`src/rtl/sevenseg_pkg.sv`:
```
// Shared seven-segment constants (active-low, seg[6:0] = a b c d e f g) and digit-enable helpers.
package sevenseg_pkg;

  localparam int NUM_DIGITS = 4;

  localparam logic [6:0] SEG_0     = 7'b0000001;
  localparam logic [6:0] SEG_1     = 7'b1001111;
  localparam logic [6:0] SEG_2     = 7'b0010010;
  localparam logic [6:0] SEG_3     = 7'b0000110;
  localparam logic [6:0] SEG_4     = 7'b1001100;
  localparam logic [6:0] SEG_5     = 7'b0100100;
  localparam logic [6:0] SEG_6     = 7'b0100000;
  localparam logic [6:0] SEG_7     = 7'b0001111;
  localparam logic [6:0] SEG_8     = 7'b0000000;
  localparam logic [6:0] SEG_9     = 7'b0000100;
  localparam logic [6:0] SEG_BLANK = 7'b1111111;

  localparam logic [3:0] NIB_BLANK = 4'hF;

  typedef struct packed {
    logic       one;
    logic [1:0] idx;
  } an_sel_t;

  // Exactly one active-low enable -> its digit index; anything else flags one = 0.
  function automatic an_sel_t an_select(logic [3:0] an);
    an_sel_t s;
    s = '{one: 1'b0, idx: 2'd0};
    case (an)
      4'b1110: s = '{one: 1'b1, idx: 2'd0};
      4'b1101: s = '{one: 1'b1, idx: 2'd1};
      4'b1011: s = '{one: 1'b1, idx: 2'd2};
      4'b0111: s = '{one: 1'b1, idx: 2'd3};
      default: s = '{one: 1'b0, idx: 2'd0};
    endcase
    return s;
  endfunction

endpackage

```
`src/rtl/sevenseg_dec.sv`:
```
// Combinational seven-segment pattern to nibble decoder; blank decodes to 4'hF.
module sevenseg_dec
  import sevenseg_pkg::*;
(
  input  logic [6:0] seg,
  output logic [3:0] nib,
  output logic       valid
);

  always_comb begin
    nib   = NIB_BLANK;
    valid = 1'b1;
    case (seg)
      SEG_0:     nib = 4'd0;
      SEG_1:     nib = 4'd1;
      SEG_2:     nib = 4'd2;
      SEG_3:     nib = 4'd3;
      SEG_4:     nib = 4'd4;
      SEG_5:     nib = 4'd5;
      SEG_6:     nib = 4'd6;
      SEG_7:     nib = 4'd7;
      SEG_8:     nib = 4'd8;
      SEG_9:     nib = 4'd9;
      SEG_BLANK: nib = NIB_BLANK;
      default:   valid = 1'b0;
    endcase
  end

endmodule

```
`src/rtl/sevenseg_capture.sv`:
```
// Monitors a multiplexed seven-segment display and captures each digit after a stable run.
// Optional error counting on malformed samples is enabled with SEVENSEG_CAPTURE_ERR_EN.
//
// state  | meaning
// IDLE   | no candidate sample (blank scan or malformed)
// TRACK  | counting consecutive identical candidate samples
// LOCKED | current candidate accepted, holding without rewrites
module sevenseg_capture
  import sevenseg_pkg::*;
#(
  parameter int STABLE_CYCLES = 4
) (
  input  logic       clk,
  input  logic       rst,
  input  logic [3:0] an,
  input  logic [6:0] seg,
  output logic [3:0] q3,
  output logic [3:0] q2,
  output logic [3:0] q1,
  output logic [3:0] q0,
  output logic [3:0] upd,
  output logic       frame
`ifdef SEVENSEG_CAPTURE_ERR_EN
  ,
  output logic       err,
  output logic [7:0] err_cnt
`endif
);

  localparam logic [1:0] IDLE   = 2'd0;
  localparam logic [1:0] TRACK  = 2'd1;
  localparam logic [1:0] LOCKED = 2'd2;

  localparam logic [7:0] CNT_LAST = 8'(STABLE_CYCLES - 1);
  localparam logic [7:0] CNT_SAT  = 8'(STABLE_CYCLES);

  logic [3:0]                 an_s;
  logic [6:0]                 seg_s;
  logic [3:0]                 dec_nib;
  logic                       dec_valid;
  an_sel_t                    sel;
  logic                       cand;
  logic                       same;
  logic [1:0]                 state;
  logic [7:0]                 cnt;
  logic [1:0]                 trk_idx;
  logic [3:0]                 trk_nib;
  logic [1:0]                 last_idx;
  logic [NUM_DIGITS-1:0][3:0] q_r;

  sevenseg_dec u_dec (
    .seg   (seg_s),
    .nib   (dec_nib),
    .valid (dec_valid)
  );

  always_comb begin
    sel  = an_select(an_s);
    cand = sel.one & dec_valid;
    same = cand && (sel.idx == trk_idx) && (dec_nib == trk_nib);
  end

  always_ff @(posedge clk or posedge rst) begin
    if (rst) begin
      an_s     <= 4'hF;
      seg_s    <= SEG_BLANK;
      state    <= IDLE;
      cnt      <= 8'd0;
      trk_idx  <= 2'd0;
      trk_nib  <= NIB_BLANK;
      last_idx <= 2'd0;
      q_r      <= {NUM_DIGITS{NIB_BLANK}};
      upd      <= 4'd0;
      frame    <= 1'b0;
    end else begin
      an_s  <= an;
      seg_s <= seg;
      upd   <= 4'd0;
      frame <= 1'b0;
      case (state)
        IDLE: begin
          if (cand) begin
            state   <= TRACK;
            cnt     <= 8'd1;
            trk_idx <= sel.idx;
            trk_nib <= dec_nib;
          end
        end
        TRACK: begin
          if (!cand) begin
            state <= IDLE;
            cnt   <= 8'd0;
          end else if (same) begin
            if (cnt >= CNT_LAST) begin
              // This sample completes the run: accept and saturate the count.
              q_r[trk_idx] <= trk_nib;
              upd[trk_idx] <= 1'b1;
              frame        <= (trk_idx == 2'd0) && (last_idx != 2'd0);
              last_idx     <= trk_idx;
              cnt          <= CNT_SAT;
              state        <= LOCKED;
            end else begin
              cnt <= cnt + 8'd1;
            end
          end else begin
            cnt     <= 8'd1;
            trk_idx <= sel.idx;
            trk_nib <= dec_nib;
          end
        end
        LOCKED: begin
          if (!cand) begin
            state <= IDLE;
            cnt   <= 8'd0;
          end else if (!same) begin
            state   <= TRACK;
            cnt     <= 8'd1;
            trk_idx <= sel.idx;
            trk_nib <= dec_nib;
          end
        end
        default: begin
          state <= IDLE;
          cnt   <= 8'd0;
        end
      endcase
    end
  end

  assign q0 = q_r[0];
  assign q1 = q_r[1];
  assign q2 = q_r[2];
  assign q3 = q_r[3];

`ifdef SEVENSEG_CAPTURE_ERR_EN
  logic bad_s;
  logic bad_prev;

  assign bad_s = !cand && (an_s != 4'hF);

  // Count only the entry into a malformed run, not every cycle of it.
  always_ff @(posedge clk or posedge rst) begin
    if (rst) begin
      bad_prev <= 1'b0;
      err      <= 1'b0;
      err_cnt  <= 8'd0;
    end else begin
      bad_prev <= bad_s;
      if (bad_s && !bad_prev) begin
        err <= 1'b1;
        if (err_cnt != 8'hFF) err_cnt <= err_cnt + 8'd1;
      end
    end
  end
`endif

endmodule

```
`config.mk`:
```
export PLATFORM = sky130hd
export DESIGN_NAME = sevenseg_capture
export DESIGN_NICKNAME = d
export VERILOG_FILES = /design/src/rtl/sevenseg_pkg.sv /design/src/rtl/sevenseg_dec.sv /design/src/rtl/sevenseg_capture.sv
export SDC_FILE = /design/constraint.sdc
export NUM_CORES = 1
export LEC_CHECK = 0
export ABC_AREA = 0
export BUFFER_PORTS_ARGS = -buffer_cell sky130_fd_sc_hd__buf_2
export CORE_ASPECT_RATIO = 1.5
export CORE_MARGIN = 2
export CORE_UTILIZATION = 30
export DETAILED_ROUTE_END_ITERATION = 6
export GPL_ROUTABILITY_DRIVEN = 0
export PLACE_DENSITY = 0.44
export SYNTH_ARGS = -nofsm -noshare
export SYNTH_HDL_FRONTEND = slang
export SYNTH_SLANG_ARGS = --single-unit
```
`constraint.sdc`:
```
create_clock -name clk -period 9.1 [get_ports clk]
set_input_delay 0.91 -clock clk [delete_from_list [all_inputs] [get_ports clk]]
set_output_delay 0.91 -clock clk [all_outputs]
set_load 0.01 [all_outputs]
```
==> reports/qor.yml, run 1 <==
route.detailed.drc: 0
grt_max_degree: 37
io_pins: 34
cts_buffers: 5
grt_pass1_wl_um: 8128
avgRoutedWirePerCell_um: 13.91
drt-pass1-iter-count: 4
irDropWorstVdd_uv: 69.93
fp.coreArea_um2: 7958
area_delta_synth_final_pct: 15.63
p_leak_nw: 1.290
overflow: 0
relSlewSlack_pct: 64.65
htreeDepth: 2
portBuffers: 33
path_clk_slew_ns: 0.06
endpoint_kind: "flop"
synth_nets: 220
hp-class: "flop to flop"
max_stage_delay_ns: 0.63
cts_sinks: 50
final_common_cell: "buf_2"
fp.dieH_um: 114.8
worst_ep_required_time_ns: 9.32
fin_tns_setup_ns: 0
synth-seq-cells: 50
routed_via_density: 4.717
clock_latency_ns: 0.29
dp_hpwl_um: 3508
synth_area_um2: 2457
final_cell_mix: "buf_2 (33), dfstp_2 (31), dfrtp_1 (19)"
grt_pass1_vias: 1643
cts_hold_buf: 0
worst_pin_slew_ns: 0.5303
cts_root_buf: "clkbuf_16"
post_cts_buffers: 0
drt_iter0_markers: 62
fin_crit_ns: 3.229
hold_viol: 0
die_w_um: 77.90
fin_crit_sh_pct: 35.48
synthArstFlopShare_pct: 100.0
start_util_pct: 30.88
synthFlopType: "dfstp_2"
slew_viol_final: 0
start_kind: "flop"
fmax_mhz: 309.7
place_area_um2: 2680
syn_area_per_cell_um2: 12.17
power_density_nw_per_um2: 201.7
cts_buffer_depth: 2
crit_fanout: 12
cts_tree: "done"
drive_gt1_share_pct: 44.44
yosysUniqueCellTypes: 58
outcome: "complete, no violations"
via_count: 1599
rsz0062_at_grt: "false"
antenna_found_initial: 0
dieArea_um2: 8946
num-nets-final: 251
synth_enable_flop_cells: 0
crit_arrival_ns: 3.44
grtUsageTotal_pct: 11.46
netlist_instances: 202
cts_resized: 0
n_antenna_cell: 0
seq_area_frac_synth_pct: 52.49
slowest_stage: "dfstp_2"
finalSetupViolCount: 0
ant_nets: 0
yosysWarnings: 0
cp_cell_sequence: "or4b_1 > a21o_1 > or3b_4 > o2bb2ai_2 > xor2_1 > nor3_4 > nand4_4 > or3b_1 > mux2_4"
worst-setup-path-type: "flop to flop"
rows: 40
finClkSkew_ns: 0.006772
fin_area_um2: 2841
cap_violations: 0
wirelength_um: 4716
==> kinds of logic after synthesis <==
| group | after synthesis | share of synthesized area, % |
|---|---|---|
| XOR/XNOR | 5 | 1.782 |
| adder cells (fa/ha/maj) | 5 | 2.546 |
| multiplexers | 20 | 10.34 |
| AO/OA/AOI/OAI | 40 | 11.35 |
| flip-flops | 50 | 52.50 |
| buffers and inverters | 18 | 4.531 |
| AND/OR/NAND/NOR | 64 | 16.96 |
==> per-stage QoR <==
| step | power, W | setup WS, ns | hold slack, ns | cells | utilization [%] |
|---|---|---|---|---|---|
| 2_1_floorplan | 0.0003540 | 6.190 | 0.4498 | 202 | - |
| 3_3_place_gp | 0.0003801 | 5.908 | 0.4706 | 331 | 33.68 |
| 3_5_place_dp | 0.0003792 | 5.867 | 0.4723 | 331 | 33.68 |
| 4_1_cts | 0.0005824 | 5.856 | 0.4927 | 339 | 35.71 |
| 5_1_grt | 0.0006054 | 5.690 | 0.5001 | 339 | 35.71 |
| 6_report | 0.0005732 | 5.871 | 0.4842 | 339 | 35.71 |
==> layout make-up <==
type | instances | area, um^2
clock buffers | 7 | 153.9
clock inverters | 1 | 7.507
fillers | 777 | 5116
inverters | 8 | 30.03
multi-input cells | 134 | 1056
flip-flops and latches | 50 | 1290
well taps | 105 | 131.4
repair buffers | 34 | 172.7
==> power breakdown <==
group / total [W] / internal [W] / switching [W]
logic: 0.0000919 / 0.0000401 / 0.0000518
clock network: 0.000199 / 0.000119 / 0.0000799
registers: 0.000283 / 0.000250 / 0.0000325
total: 0.000573 / 0.000409 / 0.000164
==> flip-flops by register name (all words and copies together) (netlist names) <==
signal	flops
an_s	4
cnt	8
frame	1
last_idx	2
q0	4
q1	4
q2	4
q3	4
seg_s	7
state	2
trk_idx	2
trk_nib	4
upd	4
==> cell usage after synthesis (3+ instances only) <==
cell / count / share of area [%]
a31oi_1: 4 / 1.0
ha_1: 5 / 2.5
nand2_1: 11 / 1.7
o21ai_0: 7 / 1.4
nand4_1: 3 / 0.76
a22o_1: 3 / 1.1
nand3b_1: 4 / 1.2
xor2_1: 5 / 1.8
a21oi_1: 7 / 1.4
nor2_1: 8 / 1.2
dfstp_2: 31 / 33
or3b_2: 3 / 1.1
mux2_2: 7 / 3.2
and2_1: 7 / 1.8
mux2_4: 8 / 4.9
or3_1: 3 / 0.76
nor4_1: 3 / 0.76
nor3_1: 3 / 0.61
inv_1: 8 / 1.2
mux2_1: 4 / 1.8
dfrtp_1: 19 / 19
buf_6: 3 / 1.4
==> routing by layer <==
metal | share of wire [%] | wire [um] | global-route usage, %
met1 | 42 | 1981 | 13.31
met2 | 50 | 2365 | 19.37
met3 | 4.0 | 187 | 2.433
met4 | 3.9 | 182 | 6.901
met5 | 0 | 0 | 0
==> worst paths after layout <==
kind	startpoint	endpoint	slack, ns	depth (start not counted)
max	seg_s[5]$_DFF_PP1_	q1[1]$_DFFE_PP1P_	5.87	9
max in group asynchronous	rst	trk_nib[0]$_DFFE_PP1P_	7.74	3
max reg2reg	seg_s[5]$_DFF_PP1_	q1[1]$_DFFE_PP1P_	5.87	9
min reg2reg	cnt[2]$_DFFE_PP0P_	cnt[2]$_DFFE_PP0P_	0.48	2
min	cnt[2]$_DFFE_PP0P_	cnt[2]$_DFFE_PP0P_	0.48	2
min in group asynchronous	rst	cnt[7]$_DFFE_PP0P_	0.57	2
==> critical path: cells and delay by family (launching register included) <==
kind / cells / cell delay (ns)
simple gates: 5 / 1.76
flops: 1 / 0.63
mux: 1 / 0.34
compound gates: 2 / 0.27
xor+xnor: 1 / 0.16
Note: power is estimated with default switching activity, not from simulation.
==> inputs of run 2 (changes only) <==
--- a/config.mk
+++ b/config.mk
@@ -12,7 +12,7 @@
 export CORE_UTILIZATION = 30
 export DETAILED_ROUTE_END_ITERATION = 6
 export GPL_ROUTABILITY_DRIVEN = 0
-export PLACE_DENSITY = 0.44
+export PLACE_DENSITY = 0.46
 export SYNTH_ARGS = -nofsm -noshare
 export SYNTH_HDL_FRONTEND = slang
 export SYNTH_SLANG_ARGS = --single-unit
==> constraint.sdc (replaced) <==
create_clock -name clk -period 2.8 [get_ports clk]
set_input_delay 0.28 -clock clk [delete_from_list [all_inputs] [get_ports clk]]
set_output_delay 0.28 -clock clk [all_outputs]
set_load 0.01 [all_outputs]
==> reports/qor.yml, run 2 (synthesis results as in run 1) <==
timing.rr.end: "q2[2]$_DFFE_PP1P_"
crit_end: "q2[2]$_DFFE_PP1P_"
cts_hold_buf: 0
endpoint_kind: "flop"
fp.dieH_um: 114.8
grt_pass1_vias: 1721
dieArea_um2: 8946
fmax_mhz: 343.5
drt_iter0_markers: 72
final_cell_mix: "buf_2 (33), dfstp_2 (31), buf_4 (26)"
routed_via_density: 4.633
rows: 40
avgRoutedWirePerCell_um: 13.55
overflow: 0
area_delta_synth_final_pct: 27.70
antenna_found_initial: 0
path_clk_slew_ns: 0.07
slew_viol_final: 0
worst_ep_required_time_ns: 3.02
fin_crit_sh_pct: 104.0
n_antenna_cell: 0
cts_buffer_depth: 2
top_register: "cnt"
die_w_um: 77.90
cap_violations: 0
rrSetupSlack_ns: -0.11
wirelength_um: 4988
fp.coreArea_um2: 7958
hp-class: "input pin to flop"
start_kind: "flop"
worst_pin_slew_ns: 0.8877
hold_viol: 0
largestRegisters: "cnt x8, seg_s x7"
cts_buffers: 5
portBuffers: 33
power_density_nw_per_um2: 609.5
route.detailed.drc: 0
relSlewSlack_pct: 40.73
finalSetupViolCount: 14
dp_hpwl_um: 3719
grtUsageTotal_pct: 11.90
crit_arrival_ns: 3.13
cts_root_buf: "clkbuf_16"
num-nets-final: 280
fin_ws_ns: -0.1110
crit_fanout: 5
dp_slack_ns: -0.1837
worstRegToRegCells: 9
clock_latency_ns: 0.29
worst-setup-path-type: "flop to flop"
htreeDepth: 2
outcome: "finished, violations left"
violations: "setup timing"
p_leak_nw: 1.460
irDropWorstVdd_uv: 218.3
grt_pass1_wl_um: 8335
cts_sinks: 50
fin_crit_ns: 2.911
rsz0062_at_grt: "true"
totalPowerFinal_w: 0.001913
via_count: 1705
finClkSkew_ns: 0.004681
cts_tree: "done"
start_util_pct: 30.88
drt-pass1-iter-count: 4
ant_nets: 0
drive_gt1_share_pct: 55.89
io_pins: 34
rr_startpoint: "seg_s[5]$_DFF_PP1_"
grt_max_degree: 45
largest_reg_flops: 8
final_common_cell: "buf_2"
startpoint: "seg_s[5]$_DFF_PP1_"
==> run 2: cell types whose count changed in the layout (fill, tap and decap cells not counted), moves of 2 or more <==
cell,delta
buf_4,+25
mux2_4,+8
buf_6,+4
mux2_1,-4
mux2_2,-4
nor2_1,-2
==> run 2: layout make-up <==
| cell class | instances | area [um^2] |
|---|---|---|
| timing repair buffer | 63 | 405.4 |
| multi-input combinational | 134 | 1130 |
| sequential | 50 | 1290 |
| inverter | 8 | 30.03 |
| tap | 105 | 131.4 |
| clock buffer | 6 | 138.9 |
| clock inverter | 2 | 12.51 |
| fill | 786 | 4820 |
==> run 2: per-stage QoR <==
stage          hold slack (ns)  std cells  util, %  instance area [um^2]  setup TNS [ns]
2_1_floorplan           0.2845        202        -                  2482         -0.5754
3_3_place_gp            0.3867        356    36.27                  2887          -1.717
3_5_place_dp            0.3862        356    36.27                  2887          -2.342
4_1_cts                0.07291        366    38.54                  3067          -1.581
5_1_grt                0.06746        368    39.43                  3138          -3.435
6_report               0.08122        368    39.43                  3138          -1.125
==> run 2: worst min path at each step <==
| stage | startpoint | to | slack (ns) | cells past startpoint |
|---|---|---|---|---|
| floorplan | an[0] | an_s[0]$_DFF_PP1_ | 0.28 | 0 |
| global placement | seg[6] | seg_s[6]$_DFF_PP1_ | 0.39 | 1 |
| detailed placement | seg[5] | seg_s[5]$_DFF_PP1_ | 0.39 | 1 |
| CTS | seg[5] | seg_s[5]$_DFF_PP1_ | 0.07 | 1 |
| global route | seg[2] | seg_s[2]$_DFF_PP1_ | 0.07 | 1 |
| finish | seg[1] | seg_s[1]$_DFF_PP1_ | 0.08 | 1 |
==> run 2: metal layers <==
metal	share of wire [%]	vias to the layer above	GRT usage (%)	routed length (um)
li1	-	842	-	-
met1	41	824	12.80	2027
met2	54	32	22.07	2675
met3	3.6	7	2.747	180
met4	2.1	0	5.263	105
met5	0	-	0	0
==> run 2: report_power, final <==
group / internal (W) / leakage (nW) / switching (W)
Clock: 0.000354 / 0.0729 / 0.000262
Sequential: 0.000813 / 0.584 / 0.0000978
Combinational: 0.000183 / 0.803 / 0.000203
Total: 0.00135 / 1.46 / 0.000563
==> run 2: timing repair <==
action                                  in CTS  in global routing
pin swaps                                    0                  5
gates resized for setup                      3                 15
setup buffers                                2                  3
cloned                                       0                  0
endpoints found under the setup margin      27                 32
==> run 2: worst max-delay path, cell delays in order (launching register included) <==
cell,delay (ns)
dfstp_2,0.57
or4b_1,0.43
a21o_1,0.18
or3b_4,0.25
o21a_1,0.16
o21ai_2,0.07
nor3_4,0.25
nand4_4,0.15
or3b_4,0.46
mux2_4,0.31
==> inputs of run 3 (changes only) <==
--- a/config.mk
+++ b/config.mk
@@ -7,12 +7,14 @@
 export LEC_CHECK = 0
 export ABC_AREA = 0
 export BUFFER_PORTS_ARGS = -buffer_cell sky130_fd_sc_hd__buf_2
+export CELL_PAD_IN_SITES_DETAIL_PLACEMENT = 1
+export CELL_PAD_IN_SITES_GLOBAL_PLACEMENT = 2
 export CORE_ASPECT_RATIO = 1.5
 export CORE_MARGIN = 2
 export CORE_UTILIZATION = 30
 export DETAILED_ROUTE_END_ITERATION = 6
 export GPL_ROUTABILITY_DRIVEN = 0
-export PLACE_DENSITY = 0.46
+export PLACE_DENSITY = 0.64
 export SYNTH_ARGS = -nofsm -noshare
 export SYNTH_HDL_FRONTEND = slang
 export SYNTH_SLANG_ARGS = --single-unit
==> reports/qor.yml, run 3 (synthesis results as in run 1) <==
cp_num_cells: 9
endpoint_kind: "flop"
power_density_nw_per_um2: 635.0
worst-setup-path-type: "flop to flop"
start_kind: "flop"
cp_cell_sequence: "or4b_1 > a21o_1 > or3b_4 > o2bb2ai_4 > xor2_2 > nor3_4 > nand4_4 > or3b_4 > mux2_4"
worst_ep_required_time_ns: 3.01
crit_fanout: 5
io_pins: 34
slowest_stage: "dfstp_2"
overflow: 0
cap_violations: 0
final_cell_mix: "buf_2 (33), dfstp_2 (31), buf_4 (31)"
fin_crit_sh_pct: 102.7
outcome: "finished, violations left"
relSlewSlack_pct: 40.48
cts_buffers: 5
p_leak_nw: 1.471
wirelength_um: 5321
hp-class: "input pin to flop"
cts_hold_buf: 0
fin_tns_setup_ns: -1.049
fin_ws_ns: -0.07611
top_register: "cnt"
fillCellCount: 911
antenna_found_initial: 0
cts_sinks: 50
hold-worst-slack_ns: 0.08456
place_inst: 356
fmax_mhz: 347.7
start_util_pct: 30.88
largestRegisters: "cnt x8, seg_s x7"
dieArea_um2: 8946
min_path_cells: 1
cts_root_buf: "clkbuf_16"
ant_nets: 0
drt-pass1-iter-count: 4
drt_iter0_markers: 57
final-instance-count-excl-fill: 369
totalPowerFinal_w: 0.002005
path_clk_slew_ns: 0.06
portBuffers: 33
crit_top_cell: "or3b_4"
cts_buffer_depth: 2
hold_viol: 0
grtUsageTotal_pct: 12.94
grt_pass1_vias: 1845
max_stage_delay_ns: 0.54
rows: 40
grt_max_degree: 45
slew_viol_final: 0
grt_pass1_wl_um: 9032
num-nets-final: 281
dp_slack_ns: -0.1587
finClkSkew_ns: 0.006745
finalSetupViolCount: 17
rsz0062_at_grt: "true"
fin_crit_ns: 2.876
n_antenna_cell: 0
fp.coreArea_um2: 7958
routed_via_density: 4.686
critPathBufInv: 0
worstRegToRegCells: 9
area_delta_synth_final_pct: 28.51
dp_hpwl_um: 4009
irDropWorstVdd_uv: 256.1
worst_pin_slew_ns: 0.8914
die_w_um: 77.90
via_count: 1729
violations: "setup timing"
final_common_cell: "buf_2"
clock_latency_ns: 0.29
fp.dieH_um: 114.8
crit_family: "simple AND/OR/NAND/NOR gates"
htreeDepth: 2
crit_arrival_ns: 3.09
largest_reg_flops: 8
route.detailed.drc: 0
cts_tree: "done"
drive_gt1_share_pct: 55.68
avgRoutedWirePerCell_um: 14.42
## run 3: cell types whose count changed in the layout (fill, tap and decap cells not counted), moves of 4 or more
cell	delta
buf_6	-4
mux2_4	-4
buf_4	+5
mux2_2	+4
## run 3: what timing repair did
action	4_1_cts	5_1_grt
setup buffers	2	3
pin swaps	0	6
gates resized for setup	5	9
endpoints found under the setup margin	21	33
## run 3: power breakdown
group / switching (W) / leakage (nW) / internal, W
combinational: 0.000220 / 0.809 / 0.000205
sequential: 0.0000965 / 0.584 / 0.000813
clock: 0.000249 / 0.0781 / 0.000422
total: 0.000565 / 1.47 / 0.00144
## run 3: area by class of cell
cell class | count | area [um^2] | share of cell area [%]
Clock buffer | 7 | 132.6 | 4.200
Sequential cell | 50 | 1290 | 40.85
Timing Repair Buffer | 64 | 397.9 | 12.60
Tap cell | 105 | 131.4 | 4.160
Clock inverter | 1 | 30.03 | 0.9509
Inverter | 8 | 30.03 | 0.9509
Multi-Input combinational cell | 134 | 1146 | 36.29
## run 3: stage by stage
step	utilization, %	instance area [um^2]
floorplan	-	2482
global placement	36.27	2887
detailed placement	36.27	2887
CTS	38.77	3085
global route	39.69	3158
finish	39.69	3158
## run 3: final timing paths
check | start | end | slack [ns]
min | seg[6] | seg_s[6]$_DFF_PP1_ | 0.08
max in group asynchronous | rst | seg_s[4]$_DFF_PP1_ | 1.91
max reg2reg | seg_s[5]$_DFF_PP1_ | q2[0]$_DFFE_PP1P_ | -0.08
min in group asynchronous | rst | cnt[4]$_DFFE_PP0P_ | 0.18
max | seg_s[5]$_DFF_PP1_ | q2[0]$_DFFE_PP1P_ | -0.08
min reg2reg | cnt[5]$_DFFE_PP0P_ | cnt[5]$_DFFE_PP0P_ | 0.49
## run 3: layer usage
metal  GRT usage [%]  up-vias  routed length [um]
li1                -      840                   -
met1           13.88      855                2043
met5               0        -                   0
met3           2.355        6                 154
met2           24.89       28                3029
met4           4.912        0                  93
